--- config.mk ---
export PLATFORM = sky130hd
export DESIGN_NAME = pio_gen2_flat
export DESIGN_NICKNAME = d
export VERILOG_FILES = /design/src/rtl/pio_gen2_if.sv /design/src/rtl/pio_gen2.sv /design/src/flat_wrapper.sv
export SDC_FILE = /design/constraint.sdc
export NUM_CORES = 1
export LEC_CHECK = 0
export CAP_MARGIN = 20
export CORE_ASPECT_RATIO = 0.7
export CORE_MARGIN = 5
export CORE_UTILIZATION = 48
export CTS_CLUSTER_SIZE = 25
export DETAILED_ROUTE_END_ITERATION = 10
export PLACE_DENSITY = 0.8
export SLEW_MARGIN = 20
export SYNTH_ARGS = -nofsm -noshare
export SYNTH_HDL_FRONTEND = slang
export SYNTH_SLANG_ARGS = --single-unit
--- constraint.sdc ---
create_clock -name clk -period 1.4 [get_ports clk]
set_input_delay 0.28 -clock clk [delete_from_list [all_inputs] [get_ports clk]]
set_output_delay 0.28 -clock clk [all_outputs]
set_load 0.01 [all_outputs]
--- src/rtl/pio_gen2_if.sv ---
// Register-bus bundle for the PIO block: address/strobe/data from the host, read data back.
interface pio_gen2_if;
  logic [2:0]  address;
  logic        chipselect;
  logic        write_n;
  logic [31:0] writedata;
  logic [31:0] readdata;

  modport master (
    output address, chipselect, write_n, writedata,
    input  readdata
  );

  modport slave (
    input  address, chipselect, write_n, writedata,
    output readdata
  );
endinterface

--- src/rtl/pio_gen2.sv ---
// Parallel I/O port: data/direction registers, synchronized inputs with sticky
// edge capture and a masked interrupt.
module pio_gen2 #(
  parameter int unsigned DATA_WIDTH  = 12,
  parameter int unsigned RESET_VALUE = 0,
  parameter int unsigned EDGE_TYPE   = 0
) (
  input  logic                  clk,
  input  logic                  reset_n,
  pio_gen2_if.slave             bus,
  input  logic [DATA_WIDTH-1:0] in_port,
  output logic [DATA_WIDTH-1:0] out_port,
  output logic [DATA_WIDTH-1:0] out_en,
  output logic                  irq
);

  localparam int unsigned DW = DATA_WIDTH;
  localparam logic [DW-1:0] RST_DATA = DW'(RESET_VALUE);

  localparam logic [2:0] A_DATA    = 3'd0;
  localparam logic [2:0] A_DIR     = 3'd1;
  localparam logic [2:0] A_IRQMASK = 3'd2;
  localparam logic [2:0] A_EDGECAP = 3'd3;
  localparam logic [2:0] A_OUTSET  = 3'd4;
  localparam logic [2:0] A_OUTCLR  = 3'd5;

  logic [DW-1:0] r_data_out;
  logic [DW-1:0] r_dir;
  logic [DW-1:0] r_irqmask;
  logic [DW-1:0] r_edgecap;
  logic [DW-1:0] r_s1;
  logic [DW-1:0] r_s2;
  logic [DW-1:0] r_s3;
  logic [1:0]    r_warm;

  logic          w_wr;
  logic [DW-1:0] w_wdata;
  logic [DW-1:0] w_clr;
  logic [DW-1:0] w_edge;
  logic [DW-1:0] w_cap;
  logic          w_armed;

  assign w_wr    = bus.chipselect & ~bus.write_n;
  assign w_wdata = bus.writedata[DW-1:0];

  if (DW < 32) begin : g_pad
    logic w_unused_wdata;
    assign w_unused_wdata = ^bus.writedata[31:DW];
  end

  // Host-writable control registers
  always_ff @(posedge clk or negedge reset_n) begin
    if (!reset_n) begin
      r_data_out <= RST_DATA;
      r_dir      <= '0;
      r_irqmask  <= '0;
    end else if (w_wr) begin
      case (bus.address)
        A_DATA:    r_data_out <= w_wdata;
        A_DIR:     r_dir      <= w_wdata;
        A_IRQMASK: r_irqmask  <= w_wdata;
        A_OUTSET:  r_data_out <= r_data_out | w_wdata;
        A_OUTCLR:  r_data_out <= r_data_out & ~w_wdata;
        default:   ;
      endcase
    end
  end

  // Input synchronizer plus one delay stage for edge comparison
  always_ff @(posedge clk or negedge reset_n) begin
    if (!reset_n) begin
      r_s1 <= '0;
      r_s2 <= '0;
      r_s3 <= '0;
    end else begin
      r_s1 <= in_port;
      r_s2 <= r_s1;
      r_s3 <= r_s2;
    end
  end

  // Warm-up counter masks the pipeline filling with pins already high at reset
  always_ff @(posedge clk or negedge reset_n) begin
    if (!reset_n) begin
      r_warm <= 2'd0;
    end else if (r_warm != 2'd3) begin
      r_warm <= r_warm + 2'd1;
    end
  end

  assign w_armed = (r_warm == 2'd3);

  always_comb begin
    w_edge = '0;
    case (EDGE_TYPE)
      0:       w_edge = r_s2 & ~r_s3;
      1:       w_edge = ~r_s2 & r_s3;
      default: w_edge = r_s2 ^ r_s3;
    endcase
  end

  assign w_cap = w_edge & ~r_dir & {DW{w_armed}};
  assign w_clr = (w_wr && (bus.address == A_EDGECAP)) ? w_wdata : '0;

  // Sticky capture; a new edge overrides a simultaneous clear
  always_ff @(posedge clk or negedge reset_n) begin
    if (!reset_n) begin
      r_edgecap <= '0;
    end else begin
      r_edgecap <= (r_edgecap & ~w_clr) | w_cap;
    end
  end

  always_comb begin
    bus.readdata = '0;
    case (bus.address)
      A_DATA:    bus.readdata = 32'((r_data_out & r_dir) | (r_s2 & ~r_dir));
      A_DIR:     bus.readdata = 32'(r_dir);
      A_IRQMASK: bus.readdata = 32'(r_irqmask);
      A_EDGECAP: bus.readdata = 32'(r_edgecap);
      default:   bus.readdata = '0;
    endcase
  end

  assign out_port = r_data_out;
  assign out_en   = r_dir;
  assign irq      = |(r_edgecap & r_irqmask);

endmodule

--- src/flat_wrapper.sv ---
// flat-port wrapper written by rule: the top's interface ports become plain ports
module pio_gen2_flat 
#(
  parameter int unsigned DATA_WIDTH  = 12,
  parameter int unsigned RESET_VALUE = 0,
  parameter int unsigned EDGE_TYPE   = 0
)
  (clk, reset_n, in_port, out_port, out_en, irq, bus_address, bus_chipselect, bus_write_n, bus_writedata, bus_readdata);
  pio_gen2_if bus_i ();
  input  logic clk;
  input  logic reset_n;
  input  logic [DATA_WIDTH-1:0] in_port;
  output logic [DATA_WIDTH-1:0] out_port;
  output logic [DATA_WIDTH-1:0] out_en;
  output logic irq;
  input wire logic [$bits(bus_i.address)-1:0] bus_address;
  input wire logic [$bits(bus_i.chipselect)-1:0] bus_chipselect;
  input wire logic [$bits(bus_i.write_n)-1:0] bus_write_n;
  input wire logic [$bits(bus_i.writedata)-1:0] bus_writedata;
  output wire logic [$bits(bus_i.readdata)-1:0] bus_readdata;
  assign bus_i.address = bus_address;
  assign bus_i.chipselect = bus_chipselect;
  assign bus_i.write_n = bus_write_n;
  assign bus_i.writedata = bus_writedata;
  assign bus_readdata = bus_i.readdata;
  pio_gen2 #(.DATA_WIDTH(DATA_WIDTH), .RESET_VALUE(RESET_VALUE), .EDGE_TYPE(EDGE_TYPE)) u_core (.clk(clk), .reset_n(reset_n), .bus(bus_i), .in_port(in_port), .out_port(out_port), .out_en(out_en), .irq(irq));
endmodule
==> results.yml, run 1 <==
final_layout:
  final_layout_size_suffix_gt1_share_pct: 46.0
  fillers: 502
  num_antenna_cells: 0
  ff_latch_area_mm2: 0.00215
  layout.cell_area.non_filler_mm2: 0.00576
  syn_to_layout_area_delta_pct: 49.8
  nNetsFinal: 512
  multiInputGateArea_mm2: 0.00171
synthesis:
  synth_cell_type_count: 28
  number_of_instances_in_the_synthesized_netlist: 312
  synth-edff-count: 0
  ys_ff_latch: 86
  post_synth.cell_area_avg_um2: 12.3
  post_synth_instance_area_mm2: 0.00385
  ys_warn_count: 0
  synth_ff_type: "sky130_fd_sc_hd__dfrtp_1"
  synth_sequential_area_ratio_pct: 55.9
  async_reset_ff_share_pct: 100
sta:
  timing.final.crit_share_pct: 131
  unrepaired_setup_endpoints_after_global_routing: "true"
  final-hold-violation-count: 0
  fin_ws_ns: -0.429
  drv_slew: 0
  timing.fmax_mhz: 547
  setup_violations: 15
  final.setup_skew_ns: 0.00451
  final.min_clock_period_ns: 1.83
pwr:
  p_sw_uw: 2140
  seqPwrFrac_pct: 39.6
  total_power_uw: 7750
  ir_worst_vdd_v: 0.000955
  clock_power_share_pct: 33.0
  cell_internal_pwr_uw: 5610
  part_of_the_power_in_combinational_logic_pct: 27.4
  switching_share_pct: 27.6
  power_density_mw_per_mm2: 1340
  p_leak_uw: 0.00261
route:
  number_of_optimization_iterations_in_the_first_detailed_route_pass: 4
  detailroute.via_count: 3124
  drt-initial-drc-count: 162
  routed_wl_um: 11500
  drt-wirelength-per-cell_um: 20.3
  antenna_left: 0
  post_drt_via_cell_ratio: 5.52
  drc: 0
critical_path:
  cp.depth: 4
  critPathCaptureType: "primary output"
  crit_required_ns: 1.12
  slowest_delay_ns: 0.42
  slowest_stage: "sky130_fd_sc_hd__dfrtp_1"
  critical_path.endpoint: "irq"
  arrival_ns: 1.55
  path_class: "register to primary output"
  timing.reg2reg.setup_slack_ns: 0.02
  worstPathCellList: "a22o_1 -> a221oi_2 -> nand3_4 -> buf_6"
  critical_path.reg2reg.endpoint: "u_core.r_edgecap[1]$_DFF_PN0_"
  path_delay_family: "compound AO/OA/AOI/OAI gates"
  worstPathMaxFanout: 3
  worstReg2RegStart: "u_core.out_en[1]$_DFFE_PN0P_"
  cp_num_buf_inv: 1
  start_kind: "register"
  critPathLaunch: "u_core.r_irqmask[6]$_DFFE_PN0P_"
  cell_count_of_the_worst_reg_to_reg_path: 6
flow_run:
  drv.max_cap_violation_count: 0
status:
  result_of_the_run: "complete, but fails checks"
  violations: "negative setup slack"
cts:
  cts_buffers: 9
  root_buffer: "sky130_fd_sc_hd__clkbuf_16"
  clock_path_buffers: 2
  number_of_sinks_on_the_clock_net: 86
  clk_latency_ns: 0.34
  h_tree_lvl_count: 3
  clk_pin_slew_worst_paths_ns: 0.06
  tritoncts: "built"
die:
  die_x_um: 117
  dieHeight_um: 84.9
  core_mm2: 0.00784
  initial_core_util_pct: 49.1
  core.rowCount: 27
  die-area_mm2: 0.00993
  io-pin-count: 108
placed_design:
  place.gp.congestion: 0.806
  place.detailed.hpwl_um: 6810
  port-buffer-count: 67
  postPlaceCellArea_mm2: 0.00514
global_route:
  first_pass_grt_wire_length_um: 18200
  gr-usage-met3_pct: 6.77
  use_met2_pct: 41.1
  gr-total-overflow: 0
  vias_in_the_first_global_route: 3373
  grt_max_degree: 87
  antenna_found_initial: 0
  gr_util_met1_pct: 30.0
  global_route.peak_usage_layer: "met2"
  track_usage_pct: 24.2
worst_hold_path:
  hold_path.class: "register to register"
-- per-layer routing --
| metal | wire [um] | share of wire (%) |
|---|---|---|
| met1 | 4590 | 40 |
| met2 | 5970 | 52 |
| met3 | 741 | 6.5 |
| met5 | 0 | 0 |
| met4 | 184 | 1.6 |
-- synthesized netlist by cell type, types with 10 or more instances --
master                      n  area share, %
sky130_fd_sc_hd__mux2i_1   12            3.1
sky130_fd_sc_hd__mux2_2    25            7.3
sky130_fd_sc_hd__inv_1     24            2.3
sky130_fd_sc_hd__o22ai_1   12            2.0
sky130_fd_sc_hd__nor4bb_1  12            3.1
sky130_fd_sc_hd__nor3_1    12            1.6
sky130_fd_sc_hd__a211oi_1  14            2.7
sky130_fd_sc_hd__a21o_1    12            2.3
sky130_fd_sc_hd__o21a_1    12            2.3
sky130_fd_sc_hd__dfrtp_1   86             56
sky130_fd_sc_hd__buf_4     21            4.1
sky130_fd_sc_hd__nand3_1   13            1.7
sky130_fd_sc_hd__a211oi_2  10            3.3
sky130_fd_sc_hd__nor3b_1   13            2.5
-- repair_timing --
action                                 4_1_cts  5_1_grt
pin swaps                                    8       11
gates cloned                                 3        0
setup buffers                               13       10
hold buffers                                 1        0
setup endpoints to repair                   85       59
endpoints found under the hold margin       30        0
resized for setup                          168       30
-- worst min path at each step --
stage                                          from                           end  cells past startpoint
after CTS                 u_core.r_s1[10]$_DFF_PN0_     u_core.r_s2[10]$_DFF_PN0_                      0
after floorplan                             reset_n  u_core.out_en[0]$_DFFE_PN0P_                      0
after global routing      u_core.r_s1[11]$_DFF_PN0_     u_core.r_s2[11]$_DFF_PN0_                      0
after global placement     u_core.r_s1[7]$_DFF_PN0_      u_core.r_s2[7]$_DFF_PN0_                      0
final                     u_core.r_s1[10]$_DFF_PN0_     u_core.r_s2[10]$_DFF_PN0_                      0
after detailed placement  u_core.r_s1[11]$_DFF_PN0_     u_core.r_s2[11]$_DFF_PN0_                      0
-- cell type report --
cell class / instances / area share [%]
flip-flops and latches: 86 / 37.4
multi-input cells: 185 / 29.7
repair buffers: 154 / 23.7
clock buffers: 12 / 4.28
well taps: 101 / 2.19
inverters: 24 / 1.56
clock inverters: 4 / 1.22
-- power by group through the flow --
stage | Combinational [uW] | Sequential, uW | Clock (uW)
final | 2120 | 3070 | 2560
after global routing | 2270 | 3100 | 2720
after CTS | 1990 | 3030 | 2600
after detailed placement | 1840 | 3060 | 0
after global placement | 1800 | 3030 | 0
after floorplan | 681 | 3120 | 0
-- stage by stage --
step / utilization [%] / TNS, ns / cells / setup slack (ns) / hold slack (ns)
finish: 73.5 / -3.12 / 566 / -0.429 / 0.346
global route: 73.5 / -3.96 / 566 / -0.467 / 0.353
global placement: 65.6 / -35.81 / 533 / -0.945 / 0.332
CTS: 72.8 / -3.14 / 562 / -0.402 / 0.348
floorplan: - / -0.0124 / 331 / -0.0124 / -0.0156
detailed placement: 65.6 / -37.85 / 533 / -0.980 / 0.335
-- layout by cell type (no fill, tap or decap), types with 3 or more instances in the layout --
cell type,count
sky130_fd_sc_hd__mux2_2,25
sky130_fd_sc_hd__buf_4,69
sky130_fd_sc_hd__clkbuf_16,9
sky130_fd_sc_hd__conb_1,20
sky130_fd_sc_hd__dfrtp_1,85
sky130_fd_sc_hd__o21a_1,12
sky130_fd_sc_hd__inv_1,24
sky130_fd_sc_hd__a21o_1,12
sky130_fd_sc_hd__nor3_1,5
sky130_fd_sc_hd__dlygate4sd2_1,4
sky130_fd_sc_hd__mux2i_1,8
sky130_fd_sc_hd__buf_6,18
sky130_fd_sc_hd__buf_2,17
sky130_fd_sc_hd__clkbuf_2,7
sky130_fd_sc_hd__nand3_1,12
sky130_fd_sc_hd__clkdlybuf4s50_1,24
sky130_fd_sc_hd__clkdlybuf4s15_1,6
sky130_fd_sc_hd__a211oi_2,22
sky130_fd_sc_hd__buf_12,6
sky130_fd_sc_hd__nor3_2,7
sky130_fd_sc_hd__nor4bb_1,10
sky130_fd_sc_hd__nor3b_2,13
sky130_fd_sc_hd__o22ai_1,12
sky130_fd_sc_hd__nor2b_1,3
-- cells by family after synthesis --
logic type / share of synthesized area (%)
and+or+nand+nor: 10.4
adders and majority gates: 0.325
other: 0.0975
muxes: 10.4
AOI/OAI and AO/OA: 14.0
DFF: 55.9
xor gates and xnor gates: 0.228
buffers and inverters: 8.62
-- state kept, by name, summed over array words and instances, names as in the netlist --
register	flops
u_core.out_en	12
u_core.out_port	12
u_core.r_edgecap	12
u_core.r_irqmask	12
u_core.r_s1	12
u_core.r_s2	12
u_core.r_s3	12
u_core.r_warm	2
-- worst reg2reg max path, stage by stage (launching register included) --
cell                       delay [ns]
sky130_fd_sc_hd__dfrtp_1         0.42
sky130_fd_sc_hd__buf_6           0.13
sky130_fd_sc_hd__buf_6           0.11
sky130_fd_sc_hd__buf_4           0.13
sky130_fd_sc_hd__buf_4           0.14
sky130_fd_sc_hd__nor4bb_4        0.28
sky130_fd_sc_hd__a21o_1          0.11
No activity file was read; power rests on OpenSTA's default activity.
==> run 2, diff against run 1 <==
CAP_MARGIN = 10   (was 20)
==> results of run 2 <==
Final layout, timing and power as in run 1 (identical DEF).
